`src/rtl/ghrd_button_debounce.sv`:
```
// Per-channel 2-FF synchronizer, counter-based debouncer and rise/fall strobe generator
// for devkit push-buttons and DIP switches; clean_out feeds the input PIO directly.
module ghrd_button_debounce #(
  parameter int WIDTH           = 4,
  parameter int DEBOUNCE_CYCLES = 50000,
  parameter int ACTIVE_LOW      = 1,
  parameter int CNT_W           = $clog2(DEBOUNCE_CYCLES)
) (
  input  logic             clk,
  input  logic             reset_n,
  input  logic [WIDTH-1:0] raw_in,
  output logic [WIDTH-1:0] clean_out,
  output logic [WIDTH-1:0] rise_pulse,
  output logic [WIDTH-1:0] fall_pulse
);

  localparam logic             POL       = (ACTIVE_LOW != 0) ? 1'b1 : 1'b0;
  localparam logic [WIDTH-1:0] SYNC_INIT = {WIDTH{POL}};
  localparam logic [CNT_W-1:0] CNT_LAST  = CNT_W'(DEBOUNCE_CYCLES - 1);
  localparam logic [CNT_W-1:0] CNT_ONE   = CNT_W'(1);
  localparam logic [CNT_W-1:0] CNT_ZERO  = {CNT_W{1'b0}};

  typedef enum logic [1:0] {
    ST_IDLE    = 2'd0,
    ST_PENDING = 2'd1,
    ST_ACCEPT  = 2'd2
  } db_state_e;

  logic [WIDTH-1:0] s1_r;
  logic [WIDTH-1:0] s2_r;
  logic [WIDTH-1:0] lvl_s;
  logic [CNT_W-1:0] cnt_r     [WIDTH];
  logic [CNT_W-1:0] cnt_nxt_s [WIDTH];
  logic [WIDTH-1:0] clean_nxt_s;
  logic [WIDTH-1:0] rise_nxt_s;
  logic [WIDTH-1:0] fall_nxt_s;

  // Two-stage synchronizer; resets to the idle pad level so release cannot fake a press.
  always_ff @(posedge clk or negedge reset_n) begin
    if (!reset_n) begin
      s1_r <= SYNC_INIT;
      s2_r <= SYNC_INIT;
    end else begin
      s1_r <= raw_in;
      s2_r <= s1_r;
    end
  end

  assign lvl_s = s2_r ^ SYNC_INIT;

  // Per-channel classification and next-state/strobe computation.
  always_comb begin
    db_state_e st_v;
    st_v        = ST_IDLE;
    clean_nxt_s = clean_out;
    rise_nxt_s  = {WIDTH{1'b0}};
    fall_nxt_s  = {WIDTH{1'b0}};
    for (int i = 0; i < WIDTH; i++) begin
      cnt_nxt_s[i] = cnt_r[i];
      if (lvl_s[i] == clean_out[i]) begin
        st_v = ST_IDLE;
      end else if (cnt_r[i] == CNT_LAST) begin
        st_v = ST_ACCEPT;
      end else begin
        st_v = ST_PENDING;
      end
      case (st_v)
        ST_IDLE: begin
          cnt_nxt_s[i] = CNT_ZERO;
        end
        ST_PENDING: begin
          cnt_nxt_s[i] = cnt_r[i] + CNT_ONE;
        end
        ST_ACCEPT: begin
          cnt_nxt_s[i]   = CNT_ZERO;
          clean_nxt_s[i] = lvl_s[i];
          rise_nxt_s[i]  = lvl_s[i];
          fall_nxt_s[i]  = ~lvl_s[i];
        end
        default: begin
          cnt_nxt_s[i] = CNT_ZERO;
        end
      endcase
    end
  end

  // Debounce state and registered outputs.
  always_ff @(posedge clk or negedge reset_n) begin
    if (!reset_n) begin
      for (int i = 0; i < WIDTH; i++) begin
        cnt_r[i] <= CNT_ZERO;
      end
      clean_out  <= {WIDTH{1'b0}};
      rise_pulse <= {WIDTH{1'b0}};
      fall_pulse <= {WIDTH{1'b0}};
    end else begin
      for (int i = 0; i < WIDTH; i++) begin
        cnt_r[i] <= cnt_nxt_s[i];
      end
      clean_out  <= clean_nxt_s;
      rise_pulse <= rise_nxt_s;
      fall_pulse <= fall_nxt_s;
    end
  end

endmodule

```
`config.mk`:
```
export PLATFORM = sky130hd
export DESIGN_NAME = ghrd_button_debounce
export DESIGN_NICKNAME = d
export VERILOG_FILES = /design/src/rtl/ghrd_button_debounce.sv
export SDC_FILE = /design/constraint.sdc
export NUM_CORES = 1
export LEC_CHECK = 0
export CELL_PAD_IN_SITES_DETAIL_PLACEMENT = 1
export CELL_PAD_IN_SITES_GLOBAL_PLACEMENT = 1
export CORE_MARGIN = 3
export CORE_UTILIZATION = 45
export DETAILED_ROUTE_END_ITERATION = 8
export PLACE_DENSITY_LB_ADDON = 0.1
export SLEW_MARGIN = 0
export SYNTH_ARGS = -nofsm -noshare
export SYNTH_HDL_FRONTEND = slang
export SYNTH_SLANG_ARGS = --single-unit
```
`constraint.sdc`:
```
create_clock -name clk -period 2.98 [get_ports clk]
set_input_delay 0.298 -clock clk [delete_from_list [all_inputs] [get_ports clk]]
set_output_delay 0.298 -clock clk [all_outputs]
set_load 0.02 [all_outputs]
```
==> reports/qor.csv <==
stage,metric,value,unit
worst_setup_path,Worst EP arrival,2190,ps
worst_hold_path,min-delay worst type,input port to async pin,
worst_setup_path,Reg2Reg Depth,5,
die,Core Area,8300,um2
yosys,Seq cells post-synth,84,
die,Starting Density,46.6,%
yosys,area share of the largest cell type after synthesis,49.1,%
global_routing,first-pass GRT wire length,14.0,mm
finish,number of fill cells,921,
clocking,Post-CTS Hold Fix Bufs,0,
die,Core Rows,33,
power,Leakage,1.68,nW
finish,Area Growth Syn to Fin,10.3,%
worst_setup_path,required time worst endpoint,3190,ps
status,outcome,"finished, final reports clean",
routing,Antenna Nets Post-Route,0,
clocking,CTS root buffer,clkbuf_8,
power,PnR Total Power,2.02,mW
timing,Final min period,1980,ps
global_routing,Global Route Usage Sum,17.6,%
yosys,"Seq/Total Area, Yosys",54.6,%
finish,"most common cell after layout, fill and taps aside",dfrtp_1,
finish,most frequent cells in the layout,"dfrtp_1 (76), nor2_1 (71), xnor2_1 (45)",
clocking,worst-skew pair later-pin latency,350,ps
clocking,"Reg clk slew, reported paths",100,ps
timing,clk_skew,12.2,ps
finish,layout cell share with drive strength beyond 1,7.95,%
finish,fin util,51.5,%
die,Die Y,98.8,um
placed_design,DP Area,4090,um2
worst_setup_path,critical path type,flip-flop to flip-flop,
global_routing,initial antenna violation count,0,
global_routing,total grt overflow,0,
placed_design,Port Buffers,17,
clocking,CTS buffer count,9,
worst_setup_path,Worst path max stage delay,490,ps
yosys,"Distinct cells, synth",31,
routing,Post-Route WL,7.78,mm
worst_setup_path,crit path capture type,flip-flop,
clocking,CTS tree,done,
worst_setup_path,Max Fanout on Critical Path,15,
routing,drt drc,0,
timing,Fin Hold WS,131,ps
placed_design,placed cells,479,
timing,setup TNS,0,ps
power,power per cell area,473,nW/um2
timing,FMAX,0.506,GHz
flow_run,max_cap viols,0,
timing,Fin. Hold Viols,0,
worst_setup_path,slowest CP cell,nand2_1,
timing,"Slew Viols, Final",0,
routing,DR vias/cell,5.51,
die,# IOs,18,
yosys,Syn Nets,379,
finish,antenna diode count,0,
power,worst vdd rail ir drop,0.203,mV
timing,worst slew pin tran,1050,ps
timing,Final WS setup,1000,ps
yosys,Mapped Area,3870,um2
clocking,Setup Buffers After CTS,0,
clocking,CTS H-tree depth,3,
yosys,ranking of synthesized cells by area,"dfrtp_1 (49%), xnor2_1 (10%), nor2_1 (6.9%), dfstp_2 (5.4%), nand4_1 (3.9%)",
clocking,# resized after CTS,0,
finish,non-filler instance count after layout,495,
worst_setup_path,R2R setup slack,1000,ps
placed_design,GPL Wtd Cong,0.780,
timing,Final setup viols,0,
global_routing,number of global-route vias before repair,2856,
placed_design,pre-CTS WS,1010,ps
die,Die Area,9750,um2
timing,Slew headroom,29.9,%
yosys,cells after synthesis,369,
worst_setup_path,R2R Path Start,cnt_r[48],
yosys,"area leader, netlist",dfrtp_1,
finish,Post-Layout Inst Area,4270,um2
timing,"Period Utilization, post-route",66.3,%
worst_setup_path,"Cell Chain, Critical Path",ha_1 -> and3_1 -> nand4_1 -> nand2_1 -> nor2_1,
worst_setup_path,worst r2r dst,cnt_r[53],
clocking,clock buffer depth,2,
worst_setup_path,type of origin of the critical path,flip-flop,
global_routing,largest net degree at the start of global routing,85,
placed_design,Detail Placement HPWL,5.17,mm
finish,fin nets,395,
routing,via count,2725,
yosys,mean post-synth cell area,10.5,um2
timing,RSZ-0062 raised after global routing,no,
yosys,Synth warnings,0,
routing,DR WL/cell,15.7,um
die,die width,98.8,um
routing,DR iter-0 viols,80,
routing,first-pass iteration count of the detailed router,4,
clocking,Sink Count,84,
[worst max-delay path by stage]
stage | startpoint | to | cells past startpoint
floorplan | cnt_r[48] | cnt_r[62] | 6
global placement | cnt_r[55] | cnt_r[57] | 4
detailed placement | cnt_r[48] | cnt_r[53] | 5
CTS | cnt_r[48] | cnt_r[53] | 5
global route | cnt_r[48] | cnt_r[53] | 5
finish | cnt_r[48] | cnt_r[53] | 5
[critical path, delay by kind of cell (launching register included)]
kind                       cells  cell delay, ps
adders and majority gates      1             200
and+or+nand+nor                4            1210
DFF                            1             410
[synth_stat cells (all sizes together)]
cell type	n
dfstp	8
and2	1
xnor2	45
dfrtp	76
nand3	24
nor3	13
and3	10
or4b	2
o21ai	3
nor2	71
ha	4
buf	8
a21oi	1
xor2	14
nor4bb	7
nor4	19
o31ai	1
nand4	24
nor4b	4
and4bb	1
nand2	18
inv	7
a21o	1
clkbuf	4
or4	1
and4	2
[state kept, by name, indices dropped and copies added, names as in the netlist]
name,count
clean_out,4
fall_pulse,4
s2_r,4
s1_r,4
cnt_r,64
rise_pulse,4
[area by class of cell]
type,instances,area (um2),area share [%]
repair buffers,17,168,3.93
flip-flops and latches,84,2110,49.4
inverters,7,26.3,0.615
clock buffers,9,124,2.90
well taps,105,131,3.08
clock inverters,7,58.8,1.38
multi-input cells,266,1650,38.7
[cell families (layout without fill, tap and decap cells)]
logic type | count (synthesis) | count (layout) | share of synthesized area, %
AO/OA/AOI/OAI | 6 | 6 | 1.00
XOR/XNOR | 59 | 59 | 13.3
adder cells (fa/ha/maj) | 4 | 4 | 1.29
buffers and inverters | 19 | 40 | 2.78
flip-flops | 84 | 84 | 54.6
AND/OR/NAND/NOR | 197 | 197 | 27.0
[layer usage]
metal,global-route usage (%),routed length (um),vias up
met5,0,0,-
met4,6.41,112,0
met3,3.54,204,8
met2,26.8,3620,32
met1,24.9,3850,1374
li1,-,-,1311
[where the power goes]
part           total (mW)  internal, mW  switching, mW  leakage (nW)
Sequential           1.18          1.16         0.0198          1.14
Combinational      0.0662        0.0202         0.0460         0.449
Clock               0.772         0.318          0.454        0.0925
No activity file was read; power rests on OpenSTA's default activity.
